`src/rtl/systemx_sweeper.sv`:
```
// systemx_sweeper: on-chip truth-table sweeper for the 3-input block systemx.
// Walks {a,b,c} through 000..111, holds each vector SETTLE+1 cycles, samples f
// at the end of each hold and compares the captured table with a latched copy
// of exp_tt.
//
// state | meaning
// ------+-----------------------------------------------------------
// IDLE  | waiting for start; results of the last sweep are held
// RUN   | driving vector idx, counting down the settle time, sampling f
// DONE  | one-cycle result strobe (done=1, busy=1)
module systemx_sweeper #(
    parameter int unsigned SETTLE = 2
) (
    input  logic       clk,
    input  logic       rst_n,
    input  logic       start,
    input  logic [7:0] exp_tt,
    output logic       a,
    output logic       b,
    output logic       c,
    input  logic       f,
    output logic       busy,
    output logic       done,
    output logic       pass,
    output logic [7:0] tt,
    output logic [3:0] err_cnt,
    output logic [2:0] fail_idx
);

    localparam logic [3:0] SETTLE_C = 4'(SETTLE);

    typedef enum logic [1:0] {
        IDLE = 2'd0,
        RUN  = 2'd1,
        DONE = 2'd2
    } state_t;

    state_t     state, state_nx;
    logic [2:0] idx, idx_nx;
    logic [3:0] cnt, cnt_nx;
    logic [7:0] exp_q, exp_nx;
    logic [2:0] abc, abc_nx;
    logic       busy_nx, done_nx, pass_nx;
    logic [7:0] tt_nx, tt_smp;
    logic [3:0] err_nx;
    logic [2:0] fail_nx;

    assign a = abc[2];
    assign b = abc[1];
    assign c = abc[0];

    // State register.
    always_ff @(posedge clk or negedge rst_n) begin
        if (!rst_n) state <= IDLE;
        else        state <= state_nx;
    end

    // Next-state and next-value logic for every registered output.
    always_comb begin
        state_nx = state;
        idx_nx   = idx;
        cnt_nx   = cnt;
        exp_nx   = exp_q;
        abc_nx   = abc;
        busy_nx  = busy;
        done_nx  = 1'b0;
        pass_nx  = pass;
        tt_nx    = tt;
        err_nx   = err_cnt;
        fail_nx  = fail_idx;
        tt_smp   = tt;
        tt_smp[idx] = f;
        case (state)
            IDLE: begin
                busy_nx = 1'b0;
                if (start) begin
                    state_nx = RUN;
                    idx_nx   = 3'd0;
                    abc_nx   = 3'd0;
                    cnt_nx   = SETTLE_C;
                    busy_nx  = 1'b1;
                    tt_nx    = 8'd0;
                    err_nx   = 4'd0;
                    fail_nx  = 3'd0;
                    pass_nx  = 1'b0;
                    exp_nx   = exp_tt;
                end
            end
            RUN: begin
                if (cnt != 4'd0) begin
                    cnt_nx = cnt - 4'd1;
                end else begin
                    tt_nx = tt_smp;
                    if (f != exp_q[idx]) begin
                        err_nx = err_cnt + 4'd1;
                        // err_cnt still zero means this is the sweep's first miss
                        if (err_cnt == 4'd0) fail_nx = idx;
                    end
                    if (idx != 3'd7) begin
                        idx_nx = idx + 3'd1;
                        abc_nx = idx + 3'd1;
                        cnt_nx = SETTLE_C;
                    end else begin
                        state_nx = DONE;
                        abc_nx   = 3'd0;
                        done_nx  = 1'b1;
                        pass_nx  = (tt_smp == exp_q);
                    end
                end
            end
            DONE: begin
                state_nx = IDLE;
                busy_nx  = 1'b0;
            end
            default: begin
                state_nx = IDLE;
                busy_nx  = 1'b0;
            end
        endcase
    end

    // Datapath and output registers.
    always_ff @(posedge clk or negedge rst_n) begin
        if (!rst_n) begin
            idx      <= 3'd0;
            cnt      <= 4'd0;
            exp_q    <= 8'd0;
            abc      <= 3'd0;
            busy     <= 1'b0;
            done     <= 1'b0;
            pass     <= 1'b0;
            tt       <= 8'd0;
            err_cnt  <= 4'd0;
            fail_idx <= 3'd0;
        end else begin
            idx      <= idx_nx;
            cnt      <= cnt_nx;
            exp_q    <= exp_nx;
            abc      <= abc_nx;
            busy     <= busy_nx;
            done     <= done_nx;
            pass     <= pass_nx;
            tt       <= tt_nx;
            err_cnt  <= err_nx;
            fail_idx <= fail_nx;
        end
    end

endmodule
```
`config.mk`:
```
export PLATFORM = sky130hd
export DESIGN_NAME = systemx_sweeper
export DESIGN_NICKNAME = d
export VERILOG_FILES = /design/src/rtl/systemx_sweeper.sv
export SDC_FILE = /design/constraint.sdc
export NUM_CORES = 1
export LEC_CHECK = 0
export ABC_AREA = 1
export CAP_MARGIN = 10
export CORE_MARGIN = 2
export CORE_UTILIZATION = 52
export DETAILED_ROUTE_END_ITERATION = 7
export HOLD_SLACK_MARGIN = 0.05
export PLACE_DENSITY_LB_ADDON = 0.25
export SYNTH_ARGS = -nofsm -noshare
export SYNTH_HDL_FRONTEND = slang
export SYNTH_SLANG_ARGS = --single-unit
export TNS_END_PERCENT = 5
```
`constraint.sdc`:
```
create_clock -name clk -period 2.04 [get_ports clk]
set_clock_uncertainty 0.15 [all_clocks]
set_input_delay 0.408 -clock clk [delete_from_list [all_inputs] [get_ports clk]]
set_output_delay 0.408 -clock clk [all_outputs]
set_load 0.005 [all_outputs]
```
Word level (Yosys, flattened, before mapping)
Cells that the tools add are included.
{ "word_totals": {"regBits": 38, "output_inout_bits": 21, "elab_cells": 80} }
{ "classes": {"add_sub_neg": 3, "n_lt_le_gt_ge": 2, "eq_ne": 11, "mux": 40, "n_reduce_logical": 13} }
{ "op_table": {"columns": ["op", "n"], "rows": [
  ["$mux 3", 8],
  ["$mux 4", 6],
  ["$pmux 3 s2", 3],
  ["$mux 8", 2],
  ["$pmux 4 s2", 2],
  ["$pmux 8 s2", 1],
  ["$ne 2x2->1 const B", 6],
  ["$reduce_and 4->1", 3],
  ["$mux 1", 9],
  ["$reduce_and 3->1", 3],
  ["$bwmux 8", 1],
  ["$eq 8x8->1", 1],
  ["$mux 2", 3],
  ["$ne 3x3->1 const B", 2],
  ["$reduce_and 5->1", 1],
  ["$add 4x1->4 const B", 1],
  ["$logic_not 4->1", 1],
  ["$lt 3x4->1 const B", 1],
  ["$pmux 1 s2", 2],
  ["$pmux 2 s2", 1],
  ["$reduce_bool 4->1", 1],
  ["$sub 4x1->4 const B", 1],
  ["$add 3x1->3 const B", 1],
  ["$bmux 1 s3", 1],
  ["8 further kinds", 8]
]} }

Logic depth before layout (Yosys ltp)
Gate-level depths: netlist (run 1).
{ "depth": {"depth_word": 9, "ltp_mapped": 13, "ltp_nobuf": 13} }

Worst setup path after synthesis (run 1)
No wires, ideal clock.
{ "synth_path": {"path_kind": "reg2reg", "start": "register cnt[0]", "end": "register cnt[2]", "setup_ns": 0.118, "arrival_time_ns": 1.422, "required_time_ns": 1.772, "path_slack_ns": 0.349, "path_stages_with_launch": 13, "path_buffers": 0, "period_less_slack_ns": 1.691, "cell_sequence": "dfrtp_1 -> inv_1 -> ha_1 -> nand2_1 -> nor2_2 -> inv_1 -> nor2_4 -> nand2_2 -> inv_2 -> nor2_4 -> nand2_1 -> xor2_1 -> nor2_1"} }
{ "synth_via": {"elab_chain_cells": 3} }
{ "synth_rtl": {"columns": ["item", "line", "rtl"], "rows": [
  ["from (decl)", "40", "logic [3:0] cnt, cnt_nx;"],
  ["from (signal assigned)", "137", "cnt <= cnt_nx;"],
  ["$sub 4x1->4 / $reduce_bool 4->1 (equally long branches)", "91, 90", null],
  ["$mux 4 / $ne 3x3->1 (equally long branches)", null, null],
  ["$pmux 4 s2 / $reduce_and 3->1 (equally long branches)", null, null]
]} }
Parallel ways exist; a longest one is shown, timed or not.
A chain may end at the register's enable or synchronous reset.

Final worst setup path (run 1)
{ "layout_path": {"start": "register idx[0]", "end": "register idx[2]"} }
{ "layout_via": {"elab_chain_cells": 4} }
{ "layout_rtl": {"columns": ["item", "line", "rtl"], "rows": [
  ["from (decl)", "39", "logic [2:0] idx, idx_nx;"],
  ["from (signal assigned)", "136", "idx <= idx_nx;"],
  ["$add 3x1->3", "100", "idx_nx = idx + 3'd1;"],
  ["$mux 3", "99", "if (idx != 3'd7) begin"],
  ["$mux 3", "90", "if (cnt != 4'd0) begin"],
  ["$pmux 3 s2", "73", "case (state)"]
]} }
Parallel ways exist; a longest one is shown, timed or not. The select of a mux whose other input is x is not followed.

==> run metrics, run 1 <==
arrival time worst endpoint=1.91 ns; antenna cell count=0; # fillers=311; DRC Markers=0; I/O pins=33; number of flops mapped to enable cells by yosys=0; Netlist cell types=24; Final Hold Vio Count=0; slowest CP cell=dfrtp_1; clock-pin slew on the worst setup and hold paths=0.07 ns; syn_nets=268; worst skew pair latency=0.29 ns; final slew viol count=0; crit path cell chain=ha_1, ha_1, nand2_2, inv_2, nor2_4, o21ai_2, inv_2, nand3_1, o21ai_1; IO buf count=32; Die X=65.6 um; Worst setup SP type=register; Peak VDD IR=0.733 mV; Final GP Congestion=0.952; drt initial violations=116; Yosys Warn Count=0; Gate Count Post-Synth=250; Hold Crit Class=reg2reg; global-route wire length before repair=7760 um; worst slew pin tran=0.425 ns; post-synth top area share=48.3%; Nets=314; DR WL/cell=12.5 um; Routed Wire Length=4310 um; top_reg_cell synth=dfrtp_1; CP max stage delay=0.49 ns; outcome=completed; Core Rows=22; Sum Neg Setup Slack=0 ns; share of cells above drive strength 1=12.1%; crit path capture type=register; vias in the first global route=1,670; Max Clk Rate=543 MHz; Synth top cells by count=nand2_1, dfrtp_1, inv_1; Max Cap Viol=0; Routed Antenna Nets=0; Final Power=3.51 mW; WP data required=2.11 ns; CP top delay family=flip-flops; root buffer selected by CTS=clkbuf_8; Vias=1,722; Final Critical Period=1.84 ns; Crit Path Class=reg2reg; worst path buffer plus inverter count=2; Avg Inst Size Synth=7.88 sq um; Clock Tree Buf Depth=2; cell total after placement=334; DRT Pass-1 Iters=5; pin count of the biggest net entering global routing=22; total CTS buffers=5; Area Overhead vs Synth=28.4%; PnR worst setup slack=0.200 ns; Synth Cell Area=1970 sq um; top-count cell post-synth=nand2_1; register bit count reported by yosys=38; RSZ-0062 raised after global routing=false; Die Y-Extent=65.6 um; Leak=1.30 nW; initial antenna violation count=0; grt ovf=0; Total Routing Usage GR=24.2%; clock sink count=38; relative slew slack=71.6%; Core Area=3660 sq um; # H-tree levels=2; final number of setup-violating endpoints=0; post-synth top area cell=dfrtp_1; HPWL after DPL=3200 um; top post-synthesis cells by area=dfrtp_1, nand2_1, inv_1, nand3_1, nor2_1; final non-filler cell total=345; Die Area=4300 sq um; drt via density=4.99; worst slack, placed=0.00945 ns; Tcrit/Tclk final=90.2%; sequential share of the synthesized area=48.3%; crit path max fanout=9; TritonCTS clock tree=done; initial core utilization=53.8%; asr flop ratio synth=100%; pwr dens=1390 nW/um^2
power by group:
group	total [mW]	switching (mW)	leakage, nW	internal (mW)
Combinational	1.70	0.932	0.784	0.766
Clock	0.533	0.261	0.0482	0.273
Sequential	1.28	0.241	0.472	1.04
Total	3.51	1.43	1.30	2.08
final cells by class:
cell class	instances	area, sq um	share of cell area [%]
Sequential cell	38	951	37.6
Multi-Input combinational cell	171	863	34.1
Timing Repair Buffer	43	425	16.8
Inverter	37	139	5.49
Clock buffer	7	86.3	3.41
Tap cell	48	60.1	2.37
Clock inverter	1	5.00	0.198
worst min-delay path, stage by stage, from the launching register on:
cell and delay [ns]:
dfrtp_1 0.35, nand2_1 0.05, nand2_1 0.05
worst paths after layout:
path / depth (start not counted) / startpoint / slack (ns) / endpoint
worst max-delay path: 9 / idx[0] / 0.20 / idx[2]
max in group asynchronous: 3 / rst_n / 0.83 / busy
worst min-delay path: 2 / abc[0] / 0.34 / abc[0]
worst max register to register: 9 / idx[0] / 0.20 / idx[2]
worst min register to register: 2 / abc[0] / 0.34 / abc[0]
min in group asynchronous: 2 / rst_n / 0.46 / err_cnt[2]
what timing repair did:
item	in CTS	in global routing
hold buffers	1	0
hold endpoints to repair	17	0
gates resized for setup	0	2
setup buffers	0	2
setup endpoints to repair	0	15
sequential cells by signal, summed over array words and instances, names as in the netlist:
register	cells
busy	1
cnt	4
fail_idx	3
abc	3
done	1
pass	1
err_cnt	4
idx	3
state	2
exp_q	8
tt	8
per-layer routing:
metal  part of all wire (%)  up-vias  track usage (%)
met3                    6.8        4             5.65
met2                     45       61             37.0
met4                    1.5        0             9.90
li1                       -      881                -
met5                      0        -                0
met1                     47      776             33.1
kinds of logic after synthesis:
kind of cell | after synthesis | share of synthesized area (%)
simple gates | 120 | 26.3
buf+inv | 41 | 8.19
compound gates | 39 | 10.7
flops | 38 | 48.3
xor+xnor | 6 | 2.67
fa+ha+maj | 6 | 3.81
layout by cell type (no fill, tap or decap):
| master | instances |
|---|---|
| a21oi_1 | 10 |
| a22o_1 | 1 |
| a31oi_1 | 1 |
| buf_12 | 2 |
| buf_2 | 1 |
| buf_4 | 8 |
| clkbuf_1 | 1 |
| clkbuf_8 | 6 |
| clkdlybuf4s50_1 | 31 |
| clkinv_2 | 1 |
| dfrtp_1 | 38 |
| dlygate4sd3_1 | 1 |
| ha_1 | 6 |
| inv_1 | 29 |
| inv_2 | 8 |
| nand2_1 | 68 |
| nand2_2 | 1 |
| nand3_1 | 18 |
| nand4_1 | 2 |
| nor2_1 | 21 |
| nor2_2 | 4 |
| nor2_4 | 4 |
| nor3_1 | 1 |
| o211ai_1 | 1 |
| o21ai_0 | 9 |
| o21ai_1 | 12 |
| o21ai_2 | 1 |
| o22ai_1 | 4 |
| or2_1 | 1 |
| xor2_1 | 6 |
metrics by stage:
step / util, % / hold WS [ns] / cell area (sq um)
floorplan: - / -0.0376 / 1970
global placement: 65.8 / 0.218 / 2410
detailed placement: 65.8 / 0.218 / 2410
CTS: 68.6 / 0.341 / 2510
global route: 69.1 / 0.365 / 2530
finish: 69.1 / 0.339 / 2530
No activity file was read; power rests on OpenSTA's default activity.
==> run 2: changes to the inputs <==
--- a/config.mk
+++ b/config.mk
@@ -5,10 +5,9 @@
 export SDC_FILE = /design/constraint.sdc
 export NUM_CORES = 1
 export LEC_CHECK = 0
-export ABC_AREA = 1
 export CAP_MARGIN = 10
 export CORE_MARGIN = 2
-export CORE_UTILIZATION = 52
+export CORE_UTILIZATION = 53
 export DETAILED_ROUTE_END_ITERATION = 7
 export HOLD_SLACK_MARGIN = 0.05
 export PLACE_DENSITY_LB_ADDON = 0.25
==> run 2 against run 1 <==
Net effect: the flow now finishes with violations (negative setup slack); combinational power rose by 41%; die area rose by 4.6%; clock power increased by 21%; critical endpoint is now fail_idx[1]; largest cell class is now multi-input gates.
==> run metrics, run 2 <==
outcome=finished with violations (was completed); failing checks=negative setup slack; DR WL/cell=16.5 um (was 12.5 um); clock-pin slew on the worst setup and hold paths=0.07 ns (about the same); Peak VDD IR=0.854 mV (was 0.733 mV); Max Cap Viol=0 (unchanged); Tcrit/Tclk final=103% (was 90.2%); Area after DPL=2700 sq um (was 2410 sq um); PnR worst setup slack=-0.0589 ns (was 0.200 ns); DRT Pass-1 Iters=6 (was 5); Yosys Warn Count=0 (unchanged); IO buf count=32 (unchanged); asr flop ratio synth=100% (unchanged); Die Y-Extent=67.1 um (was 65.6 um); arrival time worst endpoint=2.16 ns (was 1.91 ns); register bit count reported by yosys=38 (unchanged); Core Rows=22 (unchanged); sequential share of the synthesized area=45.1% (was 48.3%); RSZ-0062 raised after global routing=true (was false); root buffer selected by CTS=clkbuf_8 (unchanged); most common cell after layout, fill and taps aside=nand2_1 (unchanged); final std cell area, no fill=2970 sq um (was 2530 sq um); Clock power frac=14.7% (was 15.2%); post-synth top area cell=dfrtp_1 (unchanged); Synth top cells by count=nand2_1, dfrtp_1, nor2_1 (was nand2_1, dfrtp_1, inv_1); most frequent cells in the layout=nand2_1, buf_4, dfrtp_1, clkdlybuf4s50_1, nor2_1 (was nand2_1, dfrtp_1, clkdlybuf4s50_1, inv_1, nor2_1); worst slew pin tran=0.475 ns (was 0.425 ns); Largest regs=exp_q: 8 flops, tt: 8 flops (unchanged); Gate Count Post-Synth=239 (was 250); CP max stage delay=0.46 ns (was 0.49 ns); number of flops mapped to enable cells by yosys=0 (unchanged); slowest CP cell=dfrtp_2 (was dfrtp_1); worst skew pair latency=0.30 ns (was 0.29 ns); total CTS buffers=5 (unchanged); Routed Antenna Nets=0 (unchanged); clock sink count=38 (unchanged); Nets=325 (was 314); share of cells above drive strength 1=23.1% (was 12.1%); Die Area=4500 sq um (was 4300 sq um); final number of setup-violating endpoints=4 (was 0); CP top delay family=flip-flops (unchanged); Area Overhead vs Synth=40.9% (was 28.4%); initial core utilization=56.3% (was 53.8%); crit path capture type=register (unchanged); pin count of the biggest net entering global routing=39 (was 22); worst path buffer plus inverter count=2 (unchanged); TritonCTS clock tree=done (unchanged); final slew viol count=0 (unchanged); Top cell by count, worst path=buf_4; global-route wire length before repair=9450 um (was 7760 um); Routed Wire Length=5880 um (was 4310 um); grt ovf=0 (unchanged); drt initial violations=242 (was 116); Clock Tree Buf Depth=2 (unchanged); Core Area=3740 sq um (was 3660 sq um); I/O pins=33 (unchanged); top post-synthesis cells by area=dfrtp_1, nand2_1, mux2i_1, o21ai_0, nor2_1 (was dfrtp_1, nand2_1, inv_1, nand3_1, nor2_1); Total Routing Usage GR=28.3% (was 24.2%); pwr dens=1490 nW/um^2 (was 1390 nW/um^2); Avg Inst Size Synth=8.82 sq um (was 7.88 sq um); sequential power share=31.1% (was 36.4%); cell total after placement=342 (was 334); post-synth top area share=45.1% (was 48.3%); Final Hold Vio Count=0 (unchanged); Leak=1.38 nW (was 1.30 nW); Sum Neg Setup Slack=-0.129 ns (was 0 ns); Synth Cell Area=2110 sq um (was 1970 sq um); Final Power=4.41 mW (was 3.51 mW); crit path cell chain=buf_4, mux2i_2, o2bb2ai_2, nor2_2, xnor2_1, nand4_1, buf_4, mux2i_1 (was ha_1, ha_1, nand2_2, inv_2, nor2_4, o21ai_2, inv_2, nand3_1, o21ai_1); switching fraction of total power=40.2% (was 40.8%); Hold Worst Slack=0.344 ns (was 0.339 ns); P_sw=1.77 mW (was 1.43 mW); Max Clk Rate=476 MHz (was 543 MHz); top-count cell post-synth=nand2_1 (unchanged); syn_nets=257 (was 268); Hold Crit Class=reg2reg (unchanged); post-layout util=79.3% (was 69.1%); final non-filler cell total=356 (was 345); Logic pwr share=54.2% (was 48.4%); initial antenna violation count=0 (unchanged); Vias=2,066 (was 1,722); crit path max fanout=7 (was 9); Crit Path Class=reg2reg (unchanged); antenna cell count=0 (unchanged); Netlist cell types=42 (was 24); drt via density=5.80 (was 4.99); worst slack, placed=-0.0898 ns (was 0.00945 ns); Worst setup SP type=register (unchanged); Final GP Congestion=0.936 (was 0.952); top_reg_cell synth=dfrtp_1 (unchanged); relative slew slack=68.4% (was 71.6%); DRC Markers=0 (unchanged); Die X=67.1 um (was 65.6 um); WP data required=2.10 ns (was 2.11 ns); vias in the first global route=2,045 (was 1,670); Final Critical Period=2.10 ns (was 1.84 ns); HPWL after DPL=3850 um (was 3200 um); # H-tree levels=2 (unchanged); cell-internal power=2.64 mW (was 2.08 mW)
## run 2: cell count changes in the layout (fill, tap and decap cells not counted), sizes merged, moves of 5 or more
| cell | delta |
|---|---|
| nor3b | +5 |
| nor2 | -8 |
| inv | -26 |
| buf | +28 |
| nand2 | -15 |
| mux2i | +10 |
| nand3 | -13 |
## run 2: power by group through the flow
stage / registers, mW / logic, mW / clock network, mW
floorplan: 1.26 / 1.23 / 0
global placement: 1.35 / 1.99 / 0
detailed placement: 1.36 / 2.05 / 0
CTS: 1.36 / 2.12 / 0.657
global route: 1.41 / 2.63 / 0.693
finish: 1.37 / 2.39 / 0.647
## run 2: layout make-up
class                           instances  area [sq um]
Fill cell                             248           774
Inverter                               11          41.3
Clock inverter                          3          45.0
Timing Repair Buffer                   71           636
Multi-Input combinational cell        180          1160
Clock buffer                            5          68.8
Tap cell                               48          60.1
Sequential cell                        38           955
## run 2: kinds of logic (layout without fill, tap and decap cells)
logic type	count (synthesis)	in the layout	synth area share [%]
buffers and inverters	21	90	4.22
adders and majority gates	6	6	3.56
DFF	38	38	45.1
AOI/OAI and AO/OA	49	49	15.0
muxes	13	13	6.53
and+or+nand+nor	105	105	22.7
xor gates and xnor gates	7	7	2.91
## run 2: path summary, 6_finish.rpt
kind / start / end / slack [ns] / cells past startpoint
worst max-delay path: idx[0] / fail_idx[1] / -0.06 / 8
worst min-delay path: busy / busy / 0.34 / 2
worst max register to register: idx[0] / fail_idx[1] / -0.06 / 8
worst min register to register: busy / busy / 0.34 / 2
max in group asynchronous: rst_n / idx[1] / 0.85 / 3
min in group asynchronous: rst_n / err_cnt[2] / 0.53 / 3
## run 2: timing repair
action                     CTS  global route
hold buffers                 1             0
buffers inserted             1             4
gates resized for setup      6            18
pin swaps                    1             2
setup endpoints to repair   10            14
cloned                       0             0
hold endpoints to repair    38             0
## run 2: tightest hold or removal path, stage by stage (launching register included)
cell	delay (ns)
dfrtp_1	0.35
nand2_1	0.05
nand2_1	0.06
## run 2: layer usage
metal	track usage, %	part of all wire, %	vias up
met1	38.2	42	963
met3	6.93	8.5	23
met2	44.4	47	115
met4	9.18	2.5	0
li1	-	-	965
met5	0	0	-
